**config.mk**
```make
export PLATFORM = sky130hd
export DESIGN_NAME = mux_rr_arbiter
export DESIGN_NICKNAME = d
export VERILOG_FILES = /design/src/rtl/mux_rr_arbiter.sv
export SDC_FILE = /design/constraint.sdc
export NUM_CORES = 1
export LEC_CHECK = 0
export CORE_UTILIZATION = 50
export CTS_CLUSTER_SIZE = 16
export DETAILED_ROUTE_END_ITERATION = 10
export GPL_TIMING_DRIVEN = 1
export PLACE_DENSITY_LB_ADDON = 0.05
export SYNTH_ARGS = -nofsm -noshare
export SYNTH_HDL_FRONTEND = slang
export SYNTH_SLANG_ARGS = --single-unit
```
**constraint.sdc**
```tcl
create_clock -name clk -period 5.9 [get_ports clk]
set_clock_uncertainty 0.1 [all_clocks]
set_input_delay 1.18 -clock clk [delete_from_list [all_inputs] [get_ports clk]]
set_output_delay 1.18 -clock clk [all_outputs]
set_load 0.1 [all_outputs]
```
**src/rtl/mux_rr_arbiter.sv**
```systemverilog
// Round-robin owner arbiter for a shared 8:1 single-bit mux; sel drives the mux S input.
// Latency: one cycle from req to registered gnt/sel/valid.
// Backpressure: none; an owner keeps the mux while it requests, for at most MAX_HOLD cycles.
module mux_rr_arbiter #(
    parameter int MAX_HOLD = 16
) (
    input  logic       clk,
    input  logic       rst,
    input  logic [7:0] req,
    output logic [7:0] gnt,
    output logic [2:0] sel,
    output logic       valid
);

    localparam int CW = $clog2(MAX_HOLD) + 1;
    localparam logic [CW-1:0] HOLD_LAST = CW'(MAX_HOLD - 1);

    localparam logic [0:0] IDLE  = 1'b0;
    localparam logic [0:0] GRANT = 1'b1;

    logic [0:0]    state;
    logic [2:0]    ptr;
    logic [2:0]    owner;
    logic [CW-1:0] hold_cnt;

    logic          release_now;
    logic [2:0]    arb_ptr;
    logic [2:0]    cand;
    logic [2:0]    win_idx;
    logic          win_vld;

    assign sel = owner;

    // On a release the scan starts just past the old owner in the same cycle,
    // so a lone requester that timed out is found again after the wrap.
    always_comb begin
        release_now = (state == GRANT) && (!req[owner] || (hold_cnt == HOLD_LAST));
        arb_ptr     = release_now ? owner + 3'd1 : ptr;
        win_vld     = 1'b0;
        win_idx     = arb_ptr;
        cand        = arb_ptr;
        for (int i = 7; i >= 0; i--) begin
            cand = arb_ptr + 3'(i);
            if (req[cand]) begin
                win_vld = 1'b1;
                win_idx = cand;
            end
        end
    end

    always_ff @(posedge clk) begin
        if (rst) begin
            state    <= IDLE;
            gnt      <= 8'h00;
            owner    <= 3'd0;
            valid    <= 1'b0;
            ptr      <= 3'd0;
            hold_cnt <= '0;
        end else begin
            case (state)
                IDLE: begin
                    if (win_vld) begin
                        gnt      <= 8'(1) << win_idx;
                        owner    <= win_idx;
                        valid    <= 1'b1;
                        hold_cnt <= '0;
                        state    <= GRANT;
                    end
                end
                default: begin
                    if (!release_now) begin
                        hold_cnt <= hold_cnt + 1'b1;
                    end else begin
                        ptr <= arb_ptr;
                        if (win_vld) begin
                            gnt      <= 8'(1) << win_idx;
                            owner    <= win_idx;
                            valid    <= 1'b1;
                            hold_cnt <= '0;
                            state    <= GRANT;
                        end else begin
                            // sel keeps the last owner while idle
                            gnt      <= 8'h00;
                            valid    <= 1'b0;
                            hold_cnt <= '0;
                            state    <= IDLE;
                        end
                    end
                end
            endcase
        end
    end

endmodule

```
==> Flow_metrics.wiki, run 1 <==
{| class="wikitable"
! Metric !! Value
|-
| TritonCTS clock tree || done
|-
| Sequential element share of the synthesized area || 17.1%
|-
| Leading cell type in the layout, fill and taps excluded || sky130_fd_sc_hd__nor2_1
|-
| Largest net degree at the start of global routing || 23
|-
| Number of CTS-inserted buffers || 3
|-
| Number of nets with antenna violations after detailed routing || 0
|-
| Hpwl dp || 4870 um
|-
| Average cell area after synthesis || 8.13 um2
|-
| Crit path DAT || 5.38 ns
|-
| Number of I/O pins || 22
|-
| Setup Buffers After CTS || 0
|-
| Worst Setup Path Type || input port to flop
|-
| Via count of the first global-routing pass || 2232
|-
| Buffer cell driving the clock tree root || sky130_fd_sc_hd__clkbuf_8
|-
| Clock-pin slew on the worst setup and hold paths || 0.08 ns
|-
| Netlist Area Pre-Place || 2450 um2
|-
| Initial cell density of the core || 52.0%
|-
| DRC marker count from the first detailed-route iteration || 248
|-
| Row cnt || 25
|-
| Total inserted antenna cells || 0
|-
| Dominant synthesized flop cell || sky130_fd_sc_hd__dfxtp_1
|-
| Proportion of layout cells with a drive suffix above 1 || 15.6%
|-
| Category of the worst setup path capture point || flop
|-
| Status || finished, final reports clean
|-
| Count of buffers inserted at the top-level ports || 21
|-
| RSZ-0062 raised after global routing || no
|-
| Remaining Overflow, GRT || 0
|-
| Shortest period the worst path allows || 5.33 ns
|-
| Required time at the worst-slack endpoint || 5.96 ns
|-
| Post-synthesis async set-or-reset flop share || 0%
|-
| Setup-violating endpoint count in the final report || 0
|-
| Max H-tree Level || 1
|-
| Hold Buf Count CTS || 0
|-
| Nature of the critical path startpoint || input port
|-
| Via density per instance || 6.39
|-
| Worst-case headroom to the max-slew limit || 34.8%
|-
| Number of buffers on the longest clock path || 2
|-
| Commonest cells after routing, fill and taps aside || 24 x sky130_fd_sc_hd__nor2_1, 22 x sky130_fd_sc_hd__mux2i_1, 21 x sky130_fd_sc_hd__dfxtp_1, 21 x sky130_fd_sc_hd__clkdlybuf4s50_1, 19 x sky130_fd_sc_hd__nand2_1
|-
| Total count of max-transition violations in the final report || 0
|-
| GPL Wtd Cong || 1.03
|-
| Total Routed Length || 6530 um
|-
| Drc violations || 0
|-
| Area of the die || 5190 um2
|-
| Die span in x || 72.1 um
|-
| Layout-stage area growth over the synthesis result || 13.5%
|-
| Library cell with the largest summed area after synthesis || sky130_fd_sc_hd__dfxtp_1
|-
| Distinct cell type count of the synthesized netlist || 71
|-
| Number of clock sinks || 21
|-
| Top cells by area, synth || sky130_fd_sc_hd__dfxtp_1 17%, sky130_fd_sc_hd__mux2i_1 9.0%, sky130_fd_sc_hd__mux2_2 5.5%
|-
| Worst skew pair latency || 0.26 ns
|-
| Max-capacitance violation count || 0
|-
| Wire per inst || 16.8 um
|-
| Worst Max-Slew Pin Slew || 0.976 ns
|-
| Post-synth EDFFs || 0
|-
| Yosys warning total || 0
|-
| Global-route wire length before repair || 10700 um
|-
| FMAX || 0.188 GHz
|-
| DR pass1 iterations || 7
|-
| Final net count || 337
|-
| Chip Height || 72.1 um
|-
| Gr usage total || 25.9%
|-
| Total negative slack for setup checks || 0 ns
|-
| Total count of hold-check failures in the final report || 0
|-
| Post-Syn Nets || 317
|-
| Total placed instance area || 2740 um2
|-
| Flip-flop and latch count after synthesis || 21
|-
| Final instance area || 2790 um2
|-
| Hold WC Path Type || flop to flop
|-
| Final worst-path cycle share || 90.3%
|-
| Initial antenna violation count || 0
|-
| Total via count after detailed routing || 2479
|-
| Number of gates resized after cts || 0
|-
| Share of the synthesized area in the top cell type || 17.1%
|-
| Core area || 4720 um2
|-
| Maximum fanout along the worst path || 13
|-
| Post-synthesis instance total || 302
|}
==> synthesized netlist by cell type (all sizes together) (5+ instances only) <==
library cell / count
o221ai: 5
nand3: 14
o21ai: 12
clkbuf: 9
o211ai: 6
nand3b: 10
dfxtp: 21
o22ai: 5
nor3: 7
nor2: 25
mux2i: 23
inv: 10
a21oi: 18
o31ai: 5
a22oi: 7
nand2b: 7
o41ai: 9
mux2: 15
a211oi: 9
ha: 5
nand2: 21
buf: 8
==> final cells by class <==
class	count	area (um2)
tap	67	83.8
multi-input combinational	254	1900
clock buffer	3	41.3
inverter	10	37.5
clock inverter	1	7.51
fill	440	1940
timing repair buffer	32	293
sequential	21	420
==> kinds of logic after synthesis <==
logic type / synth area share [%]
AO/OA/AOI/OAI: 32.9
XOR/XNOR: 2.19
adder cells (fa/ha/maj): 2.55
buffers and inverters: 5.40
flip-flops: 17.1
multiplexers: 16.7
AND/OR/NAND/NOR: 23.1
==> stage by stage <==
stage          util (%)  setup slack [ns]  instances  hold slack (ns)
2_1_floorplan         -             0.565        302            0.354
3_3_place_gp       57.9             0.348        384            0.363
3_5_place_dp       57.9             0.349        384            0.370
4_1_cts            59.0             0.593        388            0.384
5_1_grt            59.0             0.278        388            0.410
6_report           59.0             0.575        388            0.380
==> per-layer routing <==
metal  share of wire (%)  global-route usage, %  vias to the layer above
li1                    -                      -                     1214
met1                  48                   37.3                     1145
met2                  45                   40.2                       99
met3                 4.4                   2.36                       21
met4                 2.5                   9.59                        0
met5                   0                      0                        -
==> path summary, 6_finish.rpt <==
| kind | from | endpoint | slack [ns] | cells past startpoint |
|---|---|---|---|---|
| max reg2reg | sel[0] | gnt[7] | 1.03 | 14 |
| min reg2reg | hold_cnt[1] | hold_cnt[1] | 0.38 | 2 |
| max | req[4] | gnt[7] | 0.57 | 15 |
| min | hold_cnt[1] | hold_cnt[1] | 0.38 | 2 |
==> state kept, by name (all words and copies together), names as in the netlist <==
name	count
valid	1
sel	3
gnt	8
hold_cnt	5
ptr	3
state	1
==> critical path, stage by stage <==
cell,delay [ns]
sky130_fd_sc_hd__clkdlybuf4s50_1,0.50
sky130_fd_sc_hd__mux2_2,0.35
sky130_fd_sc_hd__o221ai_2,0.33
sky130_fd_sc_hd__o21ai_1,0.26
sky130_fd_sc_hd__o21a_1,0.34
sky130_fd_sc_hd__ha_1,0.32
sky130_fd_sc_hd__buf_4,0.20
sky130_fd_sc_hd__inv_1,0.10
sky130_fd_sc_hd__a211oi_1,0.28
sky130_fd_sc_hd__o211a_1,0.22
sky130_fd_sc_hd__nor2_1,0.07
sky130_fd_sc_hd__or4_4,0.61
sky130_fd_sc_hd__o31ai_4,0.40
sky130_fd_sc_hd__nand3b_1,0.13
sky130_fd_sc_hd__o41ai_1,0.08
Power of run 1 is left out: the tool's default activity adds up to more than one toggle a clock period on the data nets, which glitch-free logic cannot reach.
==> run 2, diff against run 1 <==
Settings changed: CTS_CLUSTER_DIAMETER set to 100.
==> results of run 2 <==
No change in the layout: final DEF, timing and power equal those of run 1.
Power of run 2 is left out for the same reason.
==> run 3, diff against run 2 <==
Clock period 5.9 ns to 4.5 ns, I/O delays scaled along.
==> run 3 against run 2 <==
Effect of this change:
- sequential share of layout area is 2.6 points lower
- register-to-register slack worse by 0.57 ns
- non-clock buffer count is 49 higher
- count of clock-buffer cells in the layout stayed put
- critical path type unchanged
- critical endpoint is now gnt[6]
- highest routed layer unchanged
==> Flow_metrics.wiki, run 3 (synthesis results as in run 1) <==
{| class="wikitable"
! Metric !! Value
|-
| Status || finished, final reports clean (unchanged)
|-
| Total Routed Length || 7280 um (was 6530 um)
|-
| Gr usage total || 27.4% (was 25.9%)
|-
| DRC marker count from the first detailed-route iteration || 189 (was 248)
|-
| Remaining Overflow, GRT || 0 (unchanged)
|-
| TritonCTS clock tree || done (unchanged)
|-
| Worst skew pair latency || 0.25 ns (was 0.26 ns)
|-
| Cell Count, Final, Fillers Out || 437 (was 388)
|-
| Wire per inst || 16.7 um (was 16.8 um)
|-
| Count of buffers inserted at the top-level ports || 21 (unchanged)
|-
| Number of clock sinks || 21 (unchanged)
|-
| Core area || 4720 um2 (unchanged)
|-
| Layout-stage area growth over the synthesis result || 39.5% (was 13.5%)
|-
| Commonest cells after routing, fill and taps aside || 55 x sky130_fd_sc_hd__buf_4, 23 x sky130_fd_sc_hd__nor2_1, 19 x sky130_fd_sc_hd__nand2_1 (was 24 x sky130_fd_sc_hd__nor2_1, 22 x sky130_fd_sc_hd__mux2i_1, 21 x sky130_fd_sc_hd__dfxtp_1, 21 x sky130_fd_sc_hd__clkdlybuf4s50_1, 19 x sky130_fd_sc_hd__nand2_1)
|-
| DR pass1 iterations || 5 (was 7)
|-
| Global-route wire length before repair || 11400 um (was 10700 um)
|-
| Initial cell density of the core || 52.0% (unchanged)
|-
| R2r worst-path depth || 16 (was 14)
|-
| Total via count after detailed routing || 2679 (was 2479)
|-
| FMAX || 0.228 GHz
|-
| Total count of max-transition violations in the final report || 0 (unchanged)
|-
| Chip Height || 72.1 um (unchanged)
|-
| Placed cell count || 427 (was 384)
|-
| Via count of the first global-routing pass || 2462 (was 2232)
|-
| Number of I/O pins || 22 (unchanged)
|-
| Launch point of the critical path || req[3] (was req[4])
|-
| Worst-case headroom to the max-slew limit || 34.8% (about the same)
|-
| Max H-tree Level || 1 (unchanged)
|-
| Shortest period the worst path allows || 4.38 ns
|-
| Drc violations || 0 (unchanged)
|-
| Number of nets with antenna violations after detailed routing || 0 (unchanged)
|-
| Number of flip-flops in the largest register || 8 (unchanged)
|-
| Capturing point of the worst reg2reg path || gnt[6] (was gnt[7])
|-
| Hold Buf Count CTS || 0 (unchanged)
|-
| Setup crit end || gnt[6] (was gnt[7])
|-
| Post-route worst setup slack || 0.121 ns (was 0.575 ns)
|-
| Buffer cell driving the clock tree root || sky130_fd_sc_hd__clkbuf_8 (unchanged)
|-
| Required time at the worst-slack endpoint || 4.54 ns (was 5.96 ns)
|-
| Total inserted antenna cells || 0 (unchanged)
|-
| Hold WC Path Type || flop to flop (unchanged)
|-
| Max-capacitance violation count || 0 (unchanged)
|-
| Worst Hold Slack || 0.378 ns (was 0.380 ns)
|-
| Number of buffers on the longest clock path || 2 (unchanged)
|-
| Clock-pin slew on the worst setup and hold paths || 0.07 ns (was 0.08 ns)
|-
| Register with the most flip-flops || gnt (unchanged)
|-
| Initial antenna violation count || 0 (unchanged)
|-
| Area of the die || 5190 um2 (unchanged)
|-
| Category of the worst setup path capture point || flop (unchanged)
|-
| Via density per instance || 6.13 (was 6.39)
|-
| Largest net degree at the start of global routing || 23 (unchanged)
|-
| Number of CTS-inserted buffers || 3 (unchanged)
|-
| Row cnt || 25 (unchanged)
|-
| Final worst-path cycle share || 97.3%
|-
| Setup-violating endpoint count in the final report || 0 (unchanged)
|-
| Maximum fanout along the worst path || 8 (was 13)
|-
| Die span in x || 72.1 um (unchanged)
|-
| Nature of the critical path startpoint || input port (unchanged)
|-
| Proportion of layout cells with a drive suffix above 1 || 35.4% (was 15.6%)
|-
| Worst Setup Path Type || input port to flop (unchanged)
|-
| Leading cell type in the layout, fill and taps excluded || sky130_fd_sc_hd__buf_4 (was sky130_fd_sc_hd__nor2_1)
|-
| Registers with the highest flip-flop counts || gnt (8), hold_cnt (5) (unchanged)
|-
| Post-place setup slack || -0.316 ns (was 0.349 ns)
|-
| Reg-to-reg slack, setup || 0.46 ns (was 1.03 ns)
|-
| Final net count || 386 (was 337)
|-
| GPL Wtd Cong || 0.897 (was 1.03)
|-
| Total count of hold-check failures in the final report || 0 (unchanged)
|-
| Launch instance of the worst register-to-register path || hold_cnt[0] (was sel[0])
|-
| Hpwl dp || 5390 um (was 4870 um)
|-
| Worst Max-Slew Pin Slew || 0.975 ns (was 0.976 ns)
|-
| Crit path DAT || 4.42 ns (was 5.38 ns)
|}
run 3: critical path: stages:
cell and delay (ns):
sky130_fd_sc_hd__clkdlybuf4s50_1 0.44, sky130_fd_sc_hd__mux2i_1 0.30, sky130_fd_sc_hd__a22oi_4 0.15, sky130_fd_sc_hd__a21boi_4 0.19, sky130_fd_sc_hd__mux2i_4 0.30, sky130_fd_sc_hd__ha_4 0.24
sky130_fd_sc_hd__buf_8 0.13, sky130_fd_sc_hd__buf_4 0.14, sky130_fd_sc_hd__o21ai_2 0.25, sky130_fd_sc_hd__buf_4 0.17, sky130_fd_sc_hd__mux2i_2 0.09, sky130_fd_sc_hd__o211ai_2 0.16
sky130_fd_sc_hd__buf_4 0.19, sky130_fd_sc_hd__o21ai_4 0.07, sky130_fd_sc_hd__or2_4 0.30, sky130_fd_sc_hd__o41ai_1 0.39
run 3: cell type report:
cell class                 count  area, um2
sequential                    21        427
inverter                      10       37.5
timing repair buffer          81        702
tap                           67       83.8
fill                         360       1300
clock inverter                 1       5.00
multi-input combinational    254       2130
clock buffer                   3       41.3
run 3: worst min-delay path by stage:
stage           startpoint  slack [ns]          end  cells past startpoint
2_1_floorplan  hold_cnt[1]        0.35  hold_cnt[1]                      2
3_3_place_gp   hold_cnt[1]        0.36  hold_cnt[1]                      2
3_5_place_dp         valid        0.37        valid                      2
4_1_cts              valid        0.38        valid                      2
5_1_grt              valid        0.41        valid                      2
6_report             valid        0.38        valid                      2
run 3: per-layer routing:
| layer | vias to the layer above | share of wire (%) | GRT usage (%) |
|---|---|---|---|
| li1 | 1306 | - | - |
| met4 | 0 | 1.7 | 6.75 |
| met3 | 12 | 5.1 | 1.39 |
| met2 | 89 | 47 | 46.7 |
| met5 | - | 0 | 0 |
| met1 | 1272 | 46 | 38.0 |
run 3: timing repair:
action                     4_1_cts  5_1_grt
setup buffers                    0        6
pin swaps                        2       21
setup endpoints to repair       10       18
resized for setup                2       43
run 3: stage by stage:
| step | area [um2] | util, % | setup TNS, ns |
|---|---|---|---|
| after floorplan | 2500 | - | -0.546 |
| after global placement | 3110 | 65.8 | -3.71 |
| after detailed placement | 3110 | 65.8 | -3.95 |
| after CTS | 3170 | 67.0 | 0 |
| after global routing | 3420 | 72.5 | -0.00267 |
| final | 3420 | 72.5 | 0 |
Power of run 3 is left out for the same reason.
